--- config.mk ---
export PLATFORM = sky130hd
export DESIGN_NAME = i2c_regbank_ctrl
export DESIGN_NICKNAME = d
export VERILOG_FILES = /design/src/rtl/i2c_regbank_ctrl.sv
export SDC_FILE = /design/constraint.sdc
export NUM_CORES = 1
export LEC_CHECK = 0
export CORE_UTILIZATION = 55
export CTS_CLUSTER_DIAMETER = 40
export DETAILED_ROUTE_END_ITERATION = 6
export HOLD_SLACK_MARGIN = 0.12
export PLACE_DENSITY = 0.74
export SYNTH_ARGS = -nofsm -noshare
export SYNTH_HDL_FRONTEND = slang
export SYNTH_SLANG_ARGS = --single-unit
--- constraint.sdc ---
create_clock -name i_clk -period 16.9 [get_ports i_clk]
set_clock_uncertainty 0.2 [all_clocks]
set_input_delay 3.38 -clock i_clk [delete_from_list [all_inputs] [get_ports i_clk]]
set_output_delay 3.38 -clock i_clk [all_outputs]
set_load 0.005 [all_outputs]
--- src/rtl/i2c_regbank_ctrl.sv ---
// i2c_regbank_ctrl: byte register bank behind an I2C slave, with an auto-incrementing
// pointer, ARDY/DRDY stall handshakes and a single-cycle local host port.
module i2c_regbank_ctrl #(
    parameter logic [6:0] DEV_ADDR = 7'h42,
    parameter int         PTR_W    = 4
) (
    input  logic             i_clk,
    input  logic             i_rst,
    input  logic [6:0]       i_addr,
    input  logic             i_rw,
    input  logic             i_ardy,
    input  logic [7:0]       i_odata,
    input  logic             i_drdy,
    output logic [7:0]       o_idata,
    output logic             o_acka_rdy,
    output logic             o_ackd_rdy,
    input  logic             i_host_req,
    input  logic             i_host_we,
    input  logic [PTR_W-1:0] i_host_addr,
    input  logic [7:0]       i_host_wdata,
    output logic [7:0]       o_host_rdata,
    output logic             o_host_ack
);

    localparam int               DEPTH   = 1 << PTR_W;
    localparam logic [PTR_W-1:0] PTR_ONE = {{(PTR_W-1){1'b0}}, 1'b1};

    typedef enum logic [2:0] {ST_IDLE, ST_ASVC, ST_DSVC, ST_ACK, ST_HOST} state_t;

    state_t           r_state;
    state_t           w_state_nxt;
    logic [2:0]       r_ardy_sync;
    logic [2:0]       r_drdy_sync;
    logic             w_aevt;
    logic             w_devt;
    logic             r_apend;
    logic             r_dpend;
    logic             w_aclr;
    logic             w_dclr;
    logic             r_acka_rdy;
    logic             r_ackd_rdy;
    logic             w_acka_nxt;
    logic             w_ackd_nxt;
    logic             w_ack_src;
    logic [PTR_W-1:0] r_ptr;
    logic [PTR_W-1:0] w_ptr_inc;
    logic             r_first;
    logic             r_match;
    logic             r_rw;
    logic             w_addr_match;
    logic [7:0]       r_idata;
    logic [7:0]       r_host_rdata;
    logic [7:0]       r_regs [DEPTH];

    assign w_aevt       = r_ardy_sync[1] & ~r_ardy_sync[2];
    assign w_devt       = r_drdy_sync[1] & ~r_drdy_sync[2];
    assign w_addr_match = (i_addr == DEV_ADDR);
    assign w_ptr_inc    = r_ptr + PTR_ONE;
    assign w_ack_src    = r_acka_rdy ? r_ardy_sync[1] : r_drdy_sync[1];

    // Two synchronizer stages plus a third stage for rising-edge detection on each stall line.
    always_ff @(posedge i_clk or posedge i_rst) begin
        if (i_rst) begin
            r_ardy_sync <= 3'b000;
            r_drdy_sync <= 3'b000;
        end else begin
            r_ardy_sync <= {r_ardy_sync[1:0], i_ardy};
            r_drdy_sync <= {r_drdy_sync[1:0], i_drdy};
        end
    end

    // Hold each detected event until the FSM takes it from IDLE.
    always_ff @(posedge i_clk or posedge i_rst) begin
        if (i_rst) begin
            r_apend <= 1'b0;
            r_dpend <= 1'b0;
        end else begin
            r_apend <= w_aevt | (r_apend & ~w_aclr);
            r_dpend <= w_devt | (r_dpend & ~w_dclr);
        end
    end

    // FSM state register.
    always_ff @(posedge i_clk or posedge i_rst) begin
        if (i_rst) begin
            r_state <= ST_IDLE;
        end else begin
            r_state <= w_state_nxt;
        end
    end

    // Next state with I2C-over-host priority, pending clears and next handshake levels.
    always_comb begin
        w_state_nxt = r_state;
        w_aclr      = 1'b0;
        w_dclr      = 1'b0;
        w_acka_nxt  = 1'b0;
        w_ackd_nxt  = 1'b0;
        case (r_state)
            ST_IDLE: begin
                if (r_apend) begin
                    w_state_nxt = ST_ASVC;
                    w_aclr      = 1'b1;
                end else if (r_dpend) begin
                    w_state_nxt = ST_DSVC;
                    w_dclr      = 1'b1;
                end else if (i_host_req) begin
                    w_state_nxt = ST_HOST;
                end
            end
            ST_ASVC: begin
                w_state_nxt = ST_ACK;
                w_acka_nxt  = 1'b1;
            end
            ST_DSVC: begin
                w_state_nxt = ST_ACK;
                w_ackd_nxt  = 1'b1;
            end
            ST_ACK: begin
                if (w_ack_src) begin
                    w_acka_nxt = r_acka_rdy;
                    w_ackd_nxt = r_ackd_rdy;
                end else begin
                    w_state_nxt = ST_IDLE;
                end
            end
            ST_HOST: begin
                w_state_nxt = ST_IDLE;
            end
            default: begin
                w_state_nxt = ST_IDLE;
            end
        endcase
    end

    // Handshake lines are registered so the slave only ever sees clean levels.
    always_ff @(posedge i_clk or posedge i_rst) begin
        if (i_rst) begin
            r_acka_rdy <= 1'b0;
            r_ackd_rdy <= 1'b0;
        end else begin
            r_acka_rdy <= w_acka_nxt;
            r_ackd_rdy <= w_ackd_nxt;
        end
    end

    // Register file, pointer, transaction flags and read-data staging.
    always_ff @(posedge i_clk or posedge i_rst) begin
        if (i_rst) begin
            r_ptr        <= '0;
            r_first      <= 1'b0;
            r_match      <= 1'b0;
            r_rw         <= 1'b0;
            r_idata      <= 8'h00;
            r_host_rdata <= 8'h00;
            for (int i = 0; i < DEPTH; i++) begin
                r_regs[i] <= 8'h00;
            end
        end else begin
            case (r_state)
                ST_IDLE: begin
                    if (w_state_nxt == ST_HOST) begin
                        r_host_rdata <= r_regs[i_host_addr];
                    end
                end
                ST_ASVC: begin
                    r_match <= w_addr_match;
                    r_rw    <= i_rw;
                    if (!i_rw) begin
                        r_first <= 1'b1;
                    end else begin
                        r_idata <= w_addr_match ? r_regs[r_ptr] : 8'hFF;
                    end
                end
                ST_DSVC: begin
                    if (!r_match) begin
                        r_idata <= 8'hFF;
                    end else if (!r_rw) begin
                        if (r_first) begin
                            r_ptr   <= i_odata[PTR_W-1:0];
                            r_first <= 1'b0;
                        end else begin
                            r_regs[r_ptr] <= i_odata;
                            r_ptr         <= w_ptr_inc;
                        end
                    end else begin
                        r_ptr   <= w_ptr_inc;
                        r_idata <= r_regs[w_ptr_inc];
                    end
                end
                ST_HOST: begin
                    if (i_host_we) begin
                        r_regs[i_host_addr] <= i_host_wdata;
                    end
                end
                default: begin
                end
            endcase
        end
    end

    assign o_idata      = r_idata;
    assign o_acka_rdy   = r_acka_rdy;
    assign o_ackd_rdy   = r_ackd_rdy;
    assign o_host_rdata = r_host_rdata;
    assign o_host_ack   = (r_state == ST_HOST);

endmodule

==> qor.txt, run 1 <==
period utilisation layout -> 34.8%
Pwr Density -> 113 nW/um^2
crit-path cells -> nor2_1 -> nand2_1 -> inv_2 -> clkdlybuf4s50_1
chip width -> 142 um
Gate power share -> 38.5%
share of layout cells above drive strength 1 -> 31.3%
clock buffer depth -> 2
CP startpoint kind -> flip-flop
CP max FO -> 17
Synth Area in Adders -> 0.462%
worst IR drop on VDD -> 0.0000834 V
status -> finished clean
Seq/Total Area, Yosys -> 37.9%
Total Routing Usage GR -> 35.4%
most frequent cells in the layout -> 162 x dfrtp_1, 128 x o22ai_1, 107 x mux2_2, 96 x mux4_2, 83 x nand2_1
Fmax achieved -> 170 MHz
Synth async-reset ratio -> 100%
DRC -> 0
CTS tree -> yes
HPWL after DPL -> 23,000 um
CP peak stage delay -> 0.56 ns
antenna diode count -> 0
Synth Flop Type -> dfrtp_1
hold_buf cts -> 0
endpoints failing setup -> 0
switching pwr -> 0.000522 W
largest net degree at the start of global routing -> 105
number of gates resized after cts -> 0
RSZ-0062 raised after global routing -> false
CTS root buffer -> clkbuf_16
via/cell ratio -> 7.58
MaxCap Viol Count -> 0
Final Net Count -> 940
Power, Total -> 0.00136 W
leakage power -> 4.98 nW
Met1 Wirelength -> 12,400 um
post-synthesis compound-gate area fraction -> 14.5%
Initial DRC Count -> 1,050
data required time of the worst path -> 13.32 ns
syn nets -> 927
Synth Area in XOR/XNOR -> 0.312%
Synth Area per Inst -> 12.2 sq um
via count -> 8,911
DIE HEIGHT -> 142 um
die footprint -> 20,300 sq um
CP Buf/Inv Count -> 2
Internal -> 0.000841 W
largest family of logic cells by synthesized area -> multiplexers
routed wl met2 -> 15,500 um
# rows -> 50
Worst Path Arrival -> 2.31 ns
headroom to the max-slew limit -> 11.2%
worst slew pin tran -> 1.33 ns
gr ovfl total -> 0
CP top delay family -> buffers and inverters
WL met3 -> 3930 um
Post-synth EDFFs -> 0
Crit. End Element -> output port
Layout area overhead -> 11.3%
Synth Area in Simple Gates -> 8.04%
post-synth cell types -> 54
setup TNS -> 0 ns
pins over their slew limit -> 0
htree depth -> 4
clock network power share -> 29.9%
IO Pins -> 53
first-pass GRT wire length -> 52,200 um
YS warnings -> 0
WL/cell -> 28.9 um
clock latency on the worst-skew pair -> 0.44 ns
post-route ant nets -> 0
layout filler cell count -> 1,500
CTS Sinks -> 164
Post-CTS Setup Bufs -> 0
CP Class -> flip-flop to output port
Total Wirelength -> 34,000 um
Core Box Area -> 19,000 sq um
1st-pass router iterations -> 7
CP max stage cell -> clkdlybuf4s50_1
mapped cell area -> 10,800 sq um
Worst Hold Class -> flip-flop to flip-flop
#FFs+latches synth -> 164
sw frac -> 38.3%
Reg power frac -> 31.6%
Initial Util -> 57.0%
PortBufs -> 52
Mapped Cells -> 889
initial antenna violation count -> 0
Hold Vio Cnt, Final -> 0
Reg clk slew, reported paths -> 0.06 ns
gpl congestion -> 0.917
uppermost layer routed -> met4
mux share of post-synthesis cell area -> 35.4%
most common cell after layout, fill and taps aside -> dfrtp_1
CTS Buf Count -> 17
fin crit period -> 5.89 ns
vias in the first global route -> 8,669
metrics by stage:
step / worst slack [ns] / utilization [%] / hold WS (ns) / area, sq um / std cells
after floorplan: 8.89 / - / 0.131 / 10800 / 889
after global placement: 10.90 / 60.2 / 0.137 / 11500 / 1143
after detailed placement: 10.89 / 60.2 / 0.139 / 11500 / 1143
after CTS: 11.06 / 63.4 / 0.153 / 12100 / 1175
after global routing: 10.93 / 63.4 / 0.164 / 12100 / 1175
final: 11.01 / 63.4 / 0.151 / 12100 / 1175
cell families after synthesis:
kind of cell	after synthesis
compound gates	210
xor+xnor	3
fa+ha+maj	4
buf+inv	81
simple gates	184
flops	164
mux	243
worst paths after layout:
check,from,to,cells after the start,slack [ns]
max in group asynchronous,i_rst,r_regs[108],3,11.76
min,r_ardy_sync[0],r_ardy_sync[1],0,0.15
min in group asynchronous,i_rst,r_drdy_sync[0],2,3.35
max,r_state[1],o_host_ack,4,11.01
min reg2reg,r_ardy_sync[0],r_ardy_sync[1],0,0.15
max reg2reg,r_ptr[1],o_idata[2],8,13.12
power groups by stage:
stage	registers (W)	logic, W	clock network, W
2_1_floorplan	0.000429	0.000376	0
3_3_place_gp	0.000436	0.000503	0
3_5_place_dp	0.000437	0.000513	0
4_1_cts	0.000430	0.000514	0.000407
5_1_grt	0.000433	0.000551	0.000423
6_report	0.000430	0.000525	0.000408
Yosys cell counts, drive strengths merged, types with 2 or more instances:
| cell type | instances | area share, % |
|---|---|---|
| nand4 | 3 | 0.17 |
| a21boi | 8 | 0.55 |
| a211oi | 7 | 0.49 |
| nand2b | 3 | 0.17 |
| o22ai | 128 | 7.4 |
| nor3 | 4 | 0.29 |
| a21oi | 14 | 0.65 |
| mux2 | 121 | 13 |
| nand3 | 23 | 1.1 |
| ha | 4 | 0.46 |
| o2bb2a | 4 | 0.37 |
| a32oi | 4 | 0.32 |
| mux4 | 96 | 20 |
| nor3b | 2 | 0.14 |
| o221ai | 7 | 0.57 |
| nor2b | 7 | 0.40 |
| a31oi | 11 | 2.0 |
| clkbuf | 40 | 1.4 |
| buf | 32 | 1.8 |
| xor2 | 2 | 0.16 |
| dfrtp | 164 | 38 |
| nor2 | 33 | 1.1 |
| nand3b | 10 | 0.69 |
| inv | 9 | 0.31 |
| a21o | 9 | 0.62 |
| a22o | 2 | 0.24 |
| o21ai | 9 | 0.42 |
| mux2i | 26 | 2.4 |
| or3 | 7 | 0.40 |
| nand2 | 83 | 2.9 |
| a41oi | 4 | 0.60 |
sequential cells by signal (all words and copies together), names as in the netlist:
signal,flops
r_regs,128
o_ackd_rdy,1
r_match,1
r_rw,1
o_idata,8
o_acka_rdy,1
r_apend,1
r_first,1
r_drdy_sync,3
r_ptr,4
r_state,3
r_ardy_sync,3
r_dpend,1
o_host_rdata,8
worst register-to-register path: stages (launching register included):
cell	delay, ns
dfrtp_2	0.34
buf_4	0.57
ha_1	0.93
xnor2_2	0.18
buf_4	0.33
mux4_2	0.56
or3_1	0.33
o221ai_1	0.08
a211oi_1	0.10
final cells by class:
cell class | count | area (sq um) | area share, %
Clock inverter | 8 | 124 | 1.03
Sequential cell | 164 | 4110 | 34.1
Inverter | 9 | 38.8 | 0.322
Tap cell | 260 | 325 | 2.70
Timing Repair Buffer | 66 | 616 | 5.11
Clock buffer | 24 | 482 | 4.00
Multi-Input combinational cell | 644 | 6370 | 52.8
routing by layer:
| layer | up-vias | global-route usage (%) |
|---|---|---|
| met5 | - | 0 |
| met4 | 0 | 21.5 |
| met3 | 166 | 10.2 |
| met2 | 727 | 54.1 |
| met1 | 4435 | 44.7 |
| li1 | 3583 | - |
(Power assumes the default switching activity.)
==> inputs of run 2 (changes only) <==
clock period = 6.05 ns   (was 16.9 ns; I/O delays follow)
==> run 2 against run 1 <==
The run now ends with capacitance limit, slew limit left. Highest routed layer unchanged. Sequential share of layout area shrank 0.099 points. First-iteration DRC count up 12%. Count of clock-buffer cells in the layout rose by 1. Flip-flop and latch count unchanged. Final cell count is essentially flat. Worst hold slack got worse by 0.0040 ns. Critical path depth increased by 2. Die area unchanged.
==> qor.txt, run 2 (same netlist as run 1, synthesis figures left out) <==
status -> finished with violations (was finished clean)
failing checks -> capacitance limit, slew limit
Final Net Count -> 941 (was 940)
pins over their slew limit -> 9 (was 0)
gpl congestion -> 0.915 (was 0.917)
chip width -> 142 um (unchanged)
crit-path cells -> buf_4 -> inv_2 -> ha_2 -> mux4_2 -> mux2i_1 -> a211oi_1 (was nor2_1 -> nand2_1 -> inv_2 -> clkdlybuf4s50_1)
final core occ -> 63.6% (was 63.4%)
vias in the first global route -> 8,902 (was 8,669)
CTS Buf Count -> 17 (unchanged)
CP top delay family -> adder cells (was buffers and inverters)
worst IR drop on VDD -> 0.000205 V (was 0.0000834 V)
Reg clk slew, reported paths -> 0.07 ns (was 0.06 ns)
CP peak stage delay -> 1.20 ns (was 0.56 ns)
post-route ant nets -> 0 (unchanged)
CTS Sinks -> 164 (unchanged)
WL/cell -> 30.4 um (was 28.9 um)
HPWL after DPL -> 23,700 um (was 23,000 um)
via/cell ratio -> 7.64 (was 7.58)
reg-to-reg endpoint -> o_idata[4] (was o_idata[2])
CP Buf/Inv Count -> 2 (unchanged)
most common cell after layout, fill and taps aside -> dfrtp_1 (unchanged)
Min-Delay Path Depth -> 0 (unchanged)
fin crit period -> 3.91 ns
Worst Hold End -> r_drdy_sync[1] (was r_ardy_sync[1])
Total Routing Usage GR -> 37.2% (was 35.4%)
Initial Util -> 57.0% (unchanged)
Hold Vio Cnt, Final -> 0 (unchanged)
PortBufs -> 52 (unchanged)
RSZ-0062 raised after global routing -> false (unchanged)
most frequent cells in the layout -> 162 x dfrtp_1, 128 x o22ai_1, 107 x mux2_2, 96 x mux4_2, 83 x nand2_1 (unchanged)
CP max FO -> 33 (was 17)
Critical R2R Launch -> r_ptr[0] (was r_ptr[1])
Total Wirelength -> 35,800 um (was 34,000 um)
CTS tree -> yes (unchanged)
worst hold slack -> 0.147 ns (was 0.151 ns)
clock latency on the worst-skew pair -> 0.43 ns (was 0.44 ns)
Power, Total -> 0.00388 W (was 0.00136 W)
period utilisation layout -> 64.7%
1st-pass router iterations -> 6 (was 7)
data required time of the worst path -> 6.13 ns (was 13.32 ns)
number of gates resized after cts -> 0 (unchanged)
leakage power -> 5.01 nW (was 4.98 nW)
Hold Crit Start -> r_drdy_sync[0] (was r_ardy_sync[0])
clock buffer depth -> 2 (unchanged)
cells on worst reg2reg path -> 6 (was 8)
Multi-input gate area -> 6370 sq um (unchanged)
setup TNS -> 0 ns (unchanged)
DRC -> 0 (unchanged)
Core Box Area -> 19,000 sq um (unchanged)
gr ovfl total -> 0 (unchanged)
register area -> 4110 sq um (unchanged)
CP startpoint kind -> flip-flop (unchanged)
CTS root buffer -> clkbuf_16 (unchanged)
CP max stage cell -> ha_2 (was clkdlybuf4s50_1)
layout filler cell count -> 1,500 (unchanged)
first-pass GRT wire length -> 54,700 um (was 52,200 um)
Post-CTS Setup Bufs -> 0 (unchanged)
Worst Path Arrival -> 3.99 ns (was 2.31 ns)
Largest register FFs -> 128 (unchanged)
# rows -> 50 (unchanged)
largest net degree at the start of global routing -> 110 (was 105)
worst slew pin tran -> 1.52 ns (was 1.33 ns)
share of layout cells above drive strength 1 -> 31.6% (was 31.3%)
IO Pins -> 53 (unchanged)
headroom to the max-slew limit -> -1.36% (was 11.2%)
antenna diode count -> 0 (unchanged)
Pwr Density -> 321 nW/um^2 (was 113 nW/um^2)
via count -> 8,979 (was 8,911)
die footprint -> 20,300 sq um (unchanged)
Layout area overhead -> 11.6% (was 11.3%)
hold_buf cts -> 0 (unchanged)
setup slack, reg-to-reg -> 2.14 ns (was 13.12 ns)
register with the most flip-flops -> r_regs (unchanged)
Initial DRC Count -> 1,172 (was 1,050)
Crit. End Element -> flip-flop (was output port)
CP Class -> flip-flop to flip-flop (was flip-flop to output port)
endpoints failing setup -> 0 (unchanged)
DIE HEIGHT -> 142 um (unchanged)
Fmax achieved -> 256 MHz
Worst Hold Class -> flip-flop to flip-flop (unchanged)
MaxCap Viol Count -> 1 (was 0)
htree depth -> 4 (unchanged)
initial antenna violation count -> 0 (unchanged)
-- run 2: area by class of cell --
cell class              instances  share of cell area, %
well taps                     260                   2.69
multi-input cells             644                   52.6
clock inverters                 7                  0.973
clock buffers                  25                   4.26
inverters                       9                  0.321
repair buffers                 67                   5.15
flip-flops and latches        164                   34.0
-- run 2: power breakdown --
part           switching, W  total [W]  internal [W]
clock network      0.000457    0.00117      0.000717
registers         0.0000773    0.00123       0.00115
logic              0.000960    0.00148      0.000521
total               0.00149    0.00388       0.00239
-- run 2: worst max-delay path by stage --
stage | cells past startpoint | endpoint | start
CTS | 8 | o_idata[3] | r_ptr[0]
floorplan | 1 | o_acka_rdy | i_rst
detailed placement | 5 | r_regs[2] | i_host_addr[0]
global route | 8 | o_idata[3] | r_ptr[0]
finish | 6 | o_idata[4] | r_ptr[0]
global placement | 5 | r_regs[7] | i_host_addr[0]
-- run 2: per-stage QoR --
stage | instance area, sq um | cells | setup WS (ns)
floorplan | 10800 | 889 | 0.207
global placement | 11500 | 1144 | 2.11
detailed placement | 11500 | 1144 | 2.05
CTS | 12100 | 1176 | 2.19
global route | 12100 | 1176 | 2.04
finish | 12100 | 1176 | 2.14
-- run 2: per-layer routing --
metal,up-vias,routed length (um),GRT usage (%)
met5,-,0,0
met4,0,2190,20.3
met3,154,4650,11.7
met2,758,16200,57.0
met1,4497,12800,47.2
li1,3570,-,-
